### src/rtl/playback_sequencer.sv
// playback_sequencer
//   Fetches one 16-bit little-endian audio sample (two flash bytes) per
//   accepted sample-sync pulse and applies playback commands (song select,
//   restart, speed) only between fetches.
// Ports:
//   CLOCK, Reset          clock and synchronous active-high reset
//   play                  1 = playing, 0 = paused (output silence)
//   sample_req            one-cycle sample-sync pulse
//   restart, next_song, prev_song, fast, slow   one-cycle command pulses
//   FL_DQ                 flash read data
//   FL_ADDR, FL_CE_N, FL_OE_N, FL_WE_N, FL_RST_N  flash address and controls
//   musicData             current sample {hi byte, lo byte}
//   sample_valid          one-cycle pulse when musicData takes a new sample
//   SecondSong            current song index
//   speed                 0 = slow, 1 = normal, 2 = fast
//   overrun               one-cycle pulse when a sample_req hits a busy fetch
module playback_sequencer #(
   parameter logic [22:0] SONG0_START = 23'h000000,
   parameter logic [22:0] SONG0_END   = 23'h3FFFFF,
   parameter logic [22:0] SONG1_START = 23'h400000,
   parameter logic [22:0] SONG1_END   = 23'h7FFFFF,
   parameter int unsigned FL_WAIT     = 4
) (
   input  logic        CLOCK,
   input  logic        Reset,
   input  logic        play,
   input  logic        sample_req,
   input  logic        restart,
   input  logic        next_song,
   input  logic        prev_song,
   input  logic        fast,
   input  logic        slow,
   input  logic [7:0]  FL_DQ,
   output logic [22:0] FL_ADDR,
   output logic        FL_CE_N,
   output logic        FL_OE_N,
   output logic        FL_WE_N,
   output logic        FL_RST_N,
   output logic [15:0] musicData,
   output logic        sample_valid,
   output logic        SecondSong,
   output logic [1:0]  speed,
   output logic        overrun
);

   localparam int unsigned   CNT_W    = (FL_WAIT > 1) ? $clog2(FL_WAIT) : 1;
   localparam logic [CNT_W-1:0] CNT_LAST = CNT_W'(FL_WAIT - 1);

   typedef enum logic [2:0] {IDLE, WAIT, RD_LO, RD_HI, UPDATE} state_t;

   state_t           state;
   logic [22:0]      addr;
   logic [CNT_W-1:0] cnt;
   logic [7:0]       lo_byte;
   logic [7:0]       hi_byte;
   logic             slow_skip;   // slow mode: next accepted request is skipped
   logic             pend_restart, pend_next, pend_prev, pend_fast, pend_slow;

   logic             want_song, want_restart, want_fast, want_slow;
   logic [22:0]      cmd_addr;
   logic             cmd_song;
   logic [1:0]       cmd_speed;
   logic             cmd_skip;
   logic             fetch_en;
   logic [22:0]      cur_start, cur_end, adv_addr;
   logic [23:0]      adv_sum;

   assign FL_WE_N = 1'b1;

   // Command state as it stands after applying everything pending plus this
   // cycle's pulses; a same-cycle sample_req fetches with these values.
   always_comb begin
      want_song    = pend_next | next_song | pend_prev | prev_song;
      want_restart = pend_restart | restart;
      want_fast    = pend_fast | fast;
      want_slow    = pend_slow | slow;
      cmd_addr     = addr;
      cmd_song     = SecondSong;
      cmd_speed    = speed;
      cmd_skip     = slow_skip;
      if (want_song) begin
         cmd_song = ~SecondSong;
         cmd_addr = SecondSong ? SONG0_START : SONG1_START;
      end else if (want_restart) begin
         cmd_addr = SecondSong ? SONG1_START : SONG0_START;
      end
      if (want_fast && !want_slow && speed != 2'd2) begin
         cmd_speed = speed + 2'd1;
         cmd_skip  = 1'b0;
      end else if (want_slow && !want_fast && speed != 2'd0) begin
         cmd_speed = speed - 2'd1;
         cmd_skip  = 1'b0;
      end
      fetch_en = (cmd_speed != 2'd0) || !cmd_skip;
   end

   // Address advance with whole-sample wrap back to the song start.
   always_comb begin
      cur_start = SecondSong ? SONG1_START : SONG0_START;
      cur_end   = SecondSong ? SONG1_END : SONG0_END;
      adv_sum   = {1'b0, addr} + ((speed == 2'd2) ? 24'd4 : 24'd2);
      if (adv_sum + 24'd1 > {1'b0, cur_end}) adv_addr = cur_start;
      else                                   adv_addr = adv_sum[22:0];
   end

   always_ff @(posedge CLOCK) begin
      if (Reset) begin
         state        <= IDLE;
         addr         <= SONG0_START;
         FL_ADDR      <= SONG0_START;
         SecondSong   <= 1'b0;
         speed        <= 2'd1;
         musicData    <= '0;
         sample_valid <= 1'b0;
         overrun      <= 1'b0;
         FL_CE_N      <= 1'b1;
         FL_OE_N      <= 1'b1;
         FL_RST_N     <= 1'b0;
         cnt          <= '0;
         lo_byte      <= '0;
         hi_byte      <= '0;
         slow_skip    <= 1'b0;
         pend_restart <= 1'b0;
         pend_next    <= 1'b0;
         pend_prev    <= 1'b0;
         pend_fast    <= 1'b0;
         pend_slow    <= 1'b0;
      end else begin
         FL_RST_N     <= 1'b1;
         sample_valid <= 1'b0;
         overrun      <= 1'b0;
         if (!play) musicData <= '0;
         pend_restart <= pend_restart | restart;
         pend_next    <= pend_next | next_song;
         pend_prev    <= pend_prev | prev_song;
         pend_fast    <= pend_fast | fast;
         pend_slow    <= pend_slow | slow;
         case (state)
            IDLE, WAIT: begin
               addr         <= cmd_addr;
               SecondSong   <= cmd_song;
               speed        <= cmd_speed;
               slow_skip    <= cmd_skip;
               pend_restart <= 1'b0;
               pend_next    <= 1'b0;
               pend_prev    <= 1'b0;
               pend_fast    <= 1'b0;
               pend_slow    <= 1'b0;
               if (state == IDLE) begin
                  state <= WAIT;
               end else if (sample_req && play) begin
                  if (cmd_speed == 2'd0) slow_skip <= ~cmd_skip;
                  if (fetch_en) begin
                     state   <= RD_LO;
                     FL_ADDR <= cmd_addr;
                     FL_CE_N <= 1'b0;
                     FL_OE_N <= 1'b0;
                     cnt     <= '0;
                  end
               end
            end
            RD_LO: begin
               overrun <= sample_req;
               if (cnt == CNT_LAST) begin
                  lo_byte <= FL_DQ;
                  FL_ADDR <= addr + 23'd1;
                  cnt     <= '0;
                  state   <= RD_HI;
               end else begin
                  cnt <= cnt + 1'b1;
               end
            end
            RD_HI: begin
               overrun <= sample_req;
               if (cnt == CNT_LAST) begin
                  hi_byte <= FL_DQ;
                  FL_CE_N <= 1'b1;
                  FL_OE_N <= 1'b1;
                  cnt     <= '0;
                  state   <= UPDATE;
               end else begin
                  cnt <= cnt + 1'b1;
               end
            end
            UPDATE: begin
               overrun      <= sample_req;
               musicData    <= play ? {hi_byte, lo_byte} : 16'h0000;
               sample_valid <= 1'b1;
               addr         <= adv_addr;
               state        <= WAIT;
            end
            default: state <= IDLE;
         endcase
      end
   end

endmodule

### config.mk
export PLATFORM = sky130hd
export DESIGN_NAME = playback_sequencer
export DESIGN_NICKNAME = d
export VERILOG_FILES = /design/src/rtl/playback_sequencer.sv
export SDC_FILE = /design/constraint.sdc
export NUM_CORES = 1
export LEC_CHECK = 0
export ABC_AREA = 1
export CAP_MARGIN = 20
export CORE_MARGIN = 3
export CORE_UTILIZATION = 30
export CTS_CLUSTER_SIZE = 10
export DETAILED_ROUTE_END_ITERATION = 6
export DONT_BUFFER_PORTS = 1
export GPL_TIMING_DRIVEN = 0
export HOLD_SLACK_MARGIN = 0.08
export PLACE_DENSITY = 0.4
export SLEW_MARGIN = 10
export SYNTH_ARGS = -nofsm -noshare
export SYNTH_HDL_FRONTEND = slang
export SYNTH_SLANG_ARGS = --single-unit
### constraint.sdc
create_clock -name CLOCK -period 6.25 [get_ports CLOCK]
set_input_delay 1.25 -clock CLOCK [delete_from_list [all_inputs] [get_ports CLOCK]]
set_output_delay 1.25 -clock CLOCK [all_outputs]
set_load 0.02 [all_outputs]
# Word level (Yosys, flattened, before mapping)
# Cells that the tools add are included.
dict set report op_classes {
  addsub 6
  eq_ne 15
  muxes 41
  n_reduce_logical 29
  order_cmp 1
  n_bitwise 10
}
# operator count
set op_table {}
lappend op_table {{23-bit two-way mux} 10}
lappend op_table {{23-bit case mux with 2 select lines} 2}
lappend op_table {{16-bit two-way mux} 3}
lappend op_table {{23-bit by 3-bit adder with 24-bit output} 1}
lappend op_table {{24-bit by 1-bit adder with 24-bit output (second input constant)} 1}
lappend op_table {{24-bit by 23-bit greater-than comparator with 1-bit output} 1}
lappend op_table {{23-bit by 1-bit adder with 23-bit output (second input constant)} 1}
lappend op_table {{3-bit two-way mux} 6}
lappend op_table {{2-bit two-way mux} 6}
lappend op_table {{2-bit inequality test (second input constant)} 6}
lappend op_table {{3-bit case mux with 4 select lines} 1}
lappend op_table {{2-bit nonzero test} 6}
lappend op_table {{1-bit two-way mux} 11}
lappend op_table {{5-bit AND reduction} 2}
lappend op_table {{4-bit AND reduction} 2}
lappend op_table {{1-bit bitwise OR} 7}
lappend op_table {{3-bit by 2-bit == test with 1-bit output (second input constant)} 2}
lappend op_table {{3-bit inequality test (second input constant)} 2}
lappend op_table {{2-bit AND reduction} 3}
lappend op_table {{2-bit OR reduction} 3}
lappend op_table {{3-bit OR reduction} 2}
lappend op_table {{1-bit logical AND} 5}
lappend op_table {{2-bit by 1-bit adder with 2-bit output (second input constant)} 2}
lappend op_table {{2-bit == test (second input constant)} 2}
lappend op_table {{other kinds (11)} 15}
dict set report word_totals {
  output_inout_bits 48
  in_bits 17
  register_bits 96
  elab_cells 121
}

# Depth between registers and ports, before layout
# Gate-level depths: netlist of run 1.
dict set report depth {
  ltp_word 12
  depth_mapped 34
  depth_no_buf 34
}

# Least setup slack after synthesis of run 1
# OpenSTA, ideal clock, no wires.
dict set report synth_path {
  path_type {flip-flop to flip-flop}
  from {register speed[1]}
  to {register addr[10]}
  n_path_buf 1
  setup_time_ns 0.066
  period_less_slack_ns 4.088
  t_arrival_ns 4.021
  path_stages_with_launch 32
  path_slack_ns 2.162
  required_ns 6.184
  path_cell_list {dfxtp_1 > ha_1 > inv_1 > ha_1 > fa_1 > nand3_1 > nor2_1 > nand3_1 > nor2_1 > nand2_1 > nor3_2 > nand2_1 > nor4_1 > xnor2_1 > ha_1 > inv_1 > nor2_1 > nand2_1 > nor2_1 > nand2_1 > nor2_1 > nand2_1 > nor2_1 > nand2_1 > inv_1 > nand2_1 > o21bai_2 > nand2_2 > clkinv_2 > buf_6 > nand3_2 > a21oi_2}
}
dict set report synth_via {
  elab_chain_len 7
}
# element line_no
set synth_rtl {}
lappend synth_rtl {{start: declaration} 42} ;# output logic [1:0] speed,
lappend synth_rtl {{start signal: assignment} 142} ;# speed <= cmd_speed;
lappend synth_rtl {{2-bit == test *} 101} ;# adv_sum = {1'b0, addr} + ((speed == 2'd2) ? 24'd4 : 24'd2);
lappend synth_rtl {{3-bit two-way mux *} 101}
lappend synth_rtl {{23-bit by 3-bit adder with 24-bit output *} 101}
lappend synth_rtl {{24-bit by 1-bit adder with 24-bit output} 102} ;# if (adv_sum + 24'd1 > {1'b0, cur_end}) adv_addr = cur_start;
lappend synth_rtl {{24-bit by 23-bit greater-than comparator with 1-bit output} 102}
lappend synth_rtl {{23-bit two-way mux *} 102}
lappend synth_rtl {{23-bit case mux with 2 select lines *} 138} ;# case (state)
lappend synth_rtl {{end signal: assignment} 140} ;# addr <= cmd_addr;
lappend synth_rtl {{end signal: assignment} 189} ;# addr <= adv_addr;
lappend synth_rtl {{end: declaration} 52} ;# logic [22:0] addr;
# Mark *: on every way between the ends. The rest lies on a longest branch, timed or not.
# A chain may end at the register's enable or synchronous reset.

# Worst setup path after layout of run 1
dict set report layout_path {
  from {register speed[0]}
  to {register addr[10]}
}
# The elaborated chain is that of the path after synthesis.

==> run_results.csv, run 1 <==
group,metric,value,unit
global_routing,grt_usage,20.27,%
layout,stdcell_count,1154,
layout,nFillCells,2107,
sta,setup_violations,0,
floorplan,num_rows,50,
power,powerDensity,254.4,mW/mm^2
cts,clock-sinks,96,
critical_path,slowest_delay,510,ps
synth,syn-num-nets,904,
cts,clk_pin_slew,80,ps
critical_path,crit_top_cell,"nand2_1",
power,p_int,0.001069,W
critical_path,worstPathMaxFanout,10,
floorplan,boundaryPins,65,
cts,cts_setup_buffers,0,
cts,clkLatencyLatePin,360,ps
global_routing,antenna_found_initial,0,
cts,cts_tree,"done",
floorplan,dieHeight,145.7,um
layout,diodes,0,
sta,fin_crit_sh,81.18,%
detailed_routing,dr.pass1.iters,5,
sta,worstMarginPinSlew,966.1,ps
sta,fin_skew,6.837,ps
power,pwr-share-comb,19.2,%
power,power_frac_seq,44.2,%
layout,multi_input_area,0.003431,mm^2
detailed_routing,drc_errors,0,
detailed_routing,ant_nets,0,
cts,clockBufferDepth,2,
critical_path,arrival,5360,ps
layout,drive_gt1_share,11.52,%
floorplan,initial_core_util,30.88,%
critical_path,cp.required,6540,ps
cts,cts_root_buf,"clkbuf_16",
min_path,hold_path.class,"reg2reg",
layout,layout_commonest_cell,"nand2_1",
critical_path,crit_type,"reg2reg",
power,clkPwrFrac,36.6,%
place,place_congestion,0.9457,
synth,yosys_register_bits,96,
sta,setup_ws,1176,ps
synth,syn_area_per_cell,6.668,um^2
cts,cts-buffers-inserted,9,
global_routing,first_global_vias,5729,
layout,nets,915,
global_routing,grt_max_degree,20,
synth,yosys_warnings,0,
synth,seq_area_frac_synth,32.83,%
synth,syn_area,0.005854,mm^2
synth,synth_cell_types,41,
detailed_routing,drt_iter0_markers,468,
layout,final_cell_mix,"170 x nand2_1, 109 x nor2_1, 96 x dfxtp_1, 88 x o21ai_0, 83 x nand3_1",
job,cap_viol_max_count,0,
detailed_routing,routed_wl,21870,um
place,io_buffer_count,0,
place,dpl.hpwl,16640,um
power,p_sw_share,35.39,%
power,peakVddDrop,0.0001409,V
sta,max_slew_margin,35.36,%
sta,hold_viol,0,
sta,tns,0,ps
layout,register_area,0.001922,mm^2
power,switchingPower,0.0005855,W
power,leakagePower,2.248,nW
cts,post_cts_resized,0,
critical_path,critPathLaunchType,"flop",
detailed_routing,wl_per_cell,18.95,um
place,dp.cells,1138,
sta,rsz0062_at_grt,"false",
floorplan,core-area,0.01896,mm^2
floorplan,fp.dieW,145.7,um
cts,htree_levels,3,
layout,area_growth,11.05,%
layout,final_util,34.30,%
run_status,status,"finished, final reports clean",
place,dpl_worst_slack,1251,ps
critical_path,crit_path_top_delay_cell,"dfxtp_1",
sta,holdWs,466.2,ps
global_routing,grt_pass1_wl,33680,um
critical_path,cp-end-kind,"flop",
sta,slew_violations,0,
sta,fin_crit,5074,ps
floorplan,dieArea,0.02123,mm^2
cts,hold_buffers,0,
detailed_routing,viasPerCell,5.094,
sta,fmax,197.1,MHz
global_routing,grt_overflow,0,
synth,syn_inst,878,
detailed_routing,vias,5879,
[cell families after synthesis]
| kind of cell | synth area share [%] |
|---|---|
| AOI/OAI and AO/OA | 17.31 |
| DFF | 32.83 |
| other | 0.06405 |
| buffers and inverters | 8.570 |
| adders and majority gates | 2.052 |
| and+or+nand+nor | 36.63 |
| xor gates and xnor gates | 2.543 |
[synth_stat cells (all sizes together)]
library cell / number / area share, %
xnor2: 1 / 0.15
nand4: 8 / 0.85
ha: 8 / 1.7
nand3: 101 / 10
buf: 14 / 1.5
fa: 1 / 0.34
nor4: 3 / 0.32
or3b: 1 / 0.15
o221ai: 4 / 0.60
o22ai: 3 / 0.32
clkbuf: 32 / 2.1
inv: 73 / 4.7
dfxtp: 96 / 33
and3: 1 / 0.11
o21ai: 91 / 7.8
o211ai: 4 / 0.51
o311ai: 1 / 0.15
clkinv: 4 / 0.30
nor3: 29 / 2.7
or2: 1 / 0.11
conb: 1 / 0.064
nand2: 184 / 13
nor2: 125 / 9.7
a31oi: 6 / 0.64
a21oi: 69 / 7.1
xor2: 16 / 2.4
o21bai: 1 / 0.19
[path summary, 6_finish.rpt]
path | cells past startpoint | from | to | slack, ps
max | 34 | speed[0] | addr[10] | 1180
min reg2reg | 2 | hi_byte[4] | hi_byte[4] | 470
max reg2reg | 34 | speed[0] | addr[10] | 1180
min | 2 | hi_byte[4] | hi_byte[4] | 470
[sequential cells by signal (all words and copies together) (netlist names), 2 cells and up]
name / count
hi_byte: 8
speed: 2
musicData: 16
FL_ADDR: 23
cnt: 2
lo_byte: 8
addr: 23
state: 3
[power groups by stage]
stage	Clock [W]	Sequential, W	Combinational, W
global route	0.000646	0.000738	0.000355
detailed placement	0	0.000746	0.000315
floorplan	0	0.000730	0.000224
CTS	0.000625	0.000732	0.000317
finish	0.000605	0.000730	0.000318
global placement	0	0.000745	0.000313
[critical path: cells and delay by family (launching register included)]
| family | cells | cell delay, ps |
|---|---|---|
| and+or+nand+nor | 20 | 2350 |
| buffers and inverters | 7 | 640 |
| xor gates and xnor gates | 1 | 130 |
| adders and majority gates | 4 | 1060 |
| DFF | 1 | 510 |
| AOI/OAI and AO/OA | 2 | 300 |
[layout make-up]
cell class	instances	area share, %
inverter	77	4.484
clock inverter	7	1.482
sequential	96	29.56
clock buffer	9	3.464
tap	260	5.004
buffer	46	3.233
multi-input combinational	659	52.77
[metal layers]
metal / global-route usage (%) / vias to the layer above / wire (um)
met2: 32.10 / 191 / 9764
met5: 0 / - / 0
li1: - / 2935 / -
met1: 27.64 / 2715 / 10210
met3: 3.924 / 38 / 1268
met4: 7.028 / 0 / 626
[metrics by stage]
step                power [W]  cell area (um^2)
floorplan           0.0009533              5854
global placement     0.001058              6180
detailed placement   0.001061              6180
CTS                  0.001674              6501
global route         0.001739              6501
finish               0.001654              6501
Note: power is estimated with default switching activity, not from simulation.
==> run 2, diff against run 1 <==
Clock period 6.25 ns to 5.2 ns, I/O delays scaled along.
==> run 2 against run 1 <==
Effect of this change: non-clock buffer count rose by 2; sequential cell count unchanged; sequential power is 20% higher.
==> run_results.csv, run 2 (same netlist as run 1, synthesis figures left out) <==
group,metric,value,unit
layout,diodes,0,
floorplan,dieArea,0.02123,mm^2
layout,drive_gt1_share,12.28,%
detailed_routing,wl_per_cell,18.96,um
min_path,hold_depth,2,
sta,slew_violations,0,
critical_path,crit_top_cell,"nand2_1",
critical_path,crit_path_top_delay_cell,"fa_1",
min_path,hold_path.class,"reg2reg",
cts,cts-buffers-inserted,9,
sta,setup_violations,0,
sta,fmax,211.1,MHz
job,cap_viol_max_count,0,
cts,clock-sinks,96,
critical_path,cp-end-kind,"flop",
floorplan,core-area,0.01896,mm^2
place,dp.cells,1138,
sta,fin_crit_sh,91.12,%
layout,post-route-cell-area,0.006530,mm^2
cts,htree_levels,3,
sta,tns,0,ps
detailed_routing,ant_nets,0,
detailed_routing,viasPerCell,5.095,
place,io_buffer_count,0,
critical_path,slowest_delay,590,ps
power,peakVddDrop,0.0001700,V
detailed_routing,drt_iter0_markers,423,
critical_path,cp_top_family,"simple AND/OR/NAND/NOR gates",
critical_path,r2r_slack,460,ps
place,dpl.hpwl,16640,um
critical_path,rr_startpoint,"speed[0]",
layout,reg_top3,"FL_ADDR: 23 flops, addr: 23 flops, musicData: 16 flops",
sta,worstMarginPinSlew,985.3,ps
global_routing,antenna_found_initial,0,
layout,nets,917,
global_routing,grt_usage,20.27,%
cts,cts_root_buf,"clkbuf_16",
detailed_routing,drc_errors,0,
floorplan,boundaryPins,65,
power,leakagePower,2.257,nW
cts,clockBufferDepth,2,
sta,max_slew_margin,34.07,%
sta,hold_viol,0,
cts,clkLatencyLatePin,360,ps
critical_path,reg2reg_depth,32,
run_status,status,"finished, final reports clean",
floorplan,dieHeight,145.7,um
min_path,hold_start,"hi_byte[4]",
critical_path,worstPathMaxFanout,10,
critical_path,critPathBufInv,6,
sta,holdWs,465.3,ps
detailed_routing,dr.pass1.iters,5,
global_routing,grt_pass1_wl,33680,um
sta,fin_skew,6.034,ps
floorplan,num_rows,50,
global_routing,first_global_vias,5729,
critical_path,r2r-end,"addr[10]",
detailed_routing,vias,5890,
place,post_dp_cell_area,0.006180,mm^2
floorplan,fp.dieW,145.7,um
critical_path,cp.required,5490,ps
cts,hold_buffers,0,
layout,layout_commonest_cell,"nand2_1",
detailed_routing,routed_wl,21920,um
layout,area_growth,11.54,%
floorplan,initial_core_util,30.88,%
power,power,0.001991,W
global_routing,grt_max_degree,20,
place,place_congestion,0.9457,
critical_path,crit_type,"reg2reg",
layout,stdcell_count,1156,
sta,fin_crit,4738,ps
global_routing,grt_overflow,0,
cts,clk_pin_slew,80,ps
critical_path,arrival,5030,ps
power,powerDensity,304.9,mW/mm^2
cts,cts_tree,"done",
sta,rsz0062_at_grt,"false",
layout,final_cell_mix,"170 x nand2_1, 108 x nor2_1, 94 x dfxtp_1, 88 x o21ai_0, 83 x nand3_1",
critical_path,critPathLaunchType,"flop",
min_path,min_to,"hi_byte[4]",
-- run 2: changes by cell type in the layout (fill, tap and decap cells not counted), sizes merged --
cell  before  now
buf       14   16
-- run 2: metrics by stage --
stage	worst slack (ps)	utilization (%)
after global placement	264.2	32.60
after global routing	2.891	34.45
after floorplan	1112	-
final	461.9	34.45
after detailed placement	201.0	32.60
after CTS	163.1	34.30
-- run 2: worst max-delay path by stage --
stage | from | to | depth (start not counted) | slack, ps
global route | speed[0] | addr[21] | 34 | 3
detailed placement | speed[0] | addr[8] | 34 | 200
CTS | speed[0] | addr[10] | 34 | 160
floorplan | speed[1] | addr[8] | 31 | 1110
global placement | speed[0] | addr[3] | 34 | 260
finish | speed[0] | addr[10] | 32 | 460
-- run 2: layout make-up --
| cell class | instances | area (um^2) |
|---|---|---|
| Fill cell | 2105 | 12430 |
| Multi-Input combinational cell | 659 | 3442 |
| Sequential cell | 96 | 1924 |
| Tap cell | 260 | 325.3 |
| Inverter | 77 | 291.5 |
| Clock buffer | 9 | 225.2 |
| Buffer | 46 | 210.2 |
| Clock inverter | 7 | 96.34 |
| Timing Repair Buffer | 2 | 15.01 |
-- run 2: per-layer routing --
metal	global-route usage, %	part of all wire, %	up-vias
li1	-	-	2931
met1	27.64	47	2748
met2	32.10	45	175
met3	3.924	5.6	36
met4	7.028	2.9	0
met5	0	0	-
-- run 2: worst register-to-register path, delay by kind of cell (launching register included) --
kind / cells / cell delay [ps]
adder cells (fa/ha/maj): 4 / 1330
AO/OA/AOI/OAI: 2 / 300
XOR/XNOR: 1 / 110
AND/OR/NAND/NOR: 19 / 2040
flip-flops: 1 / 380
buffers and inverters: 6 / 510
-- run 2: timing repair --
item,CTS,global route
resized for setup,0,5
setup endpoints to repair,0,23
buffers inserted,0,2
-- run 2: report_power, final --
part           switching [W]  internal (W)
sequential         0.0000912      0.000788
clock               0.000340      0.000389
combinational       0.000274      0.000109
total               0.000705       0.00129
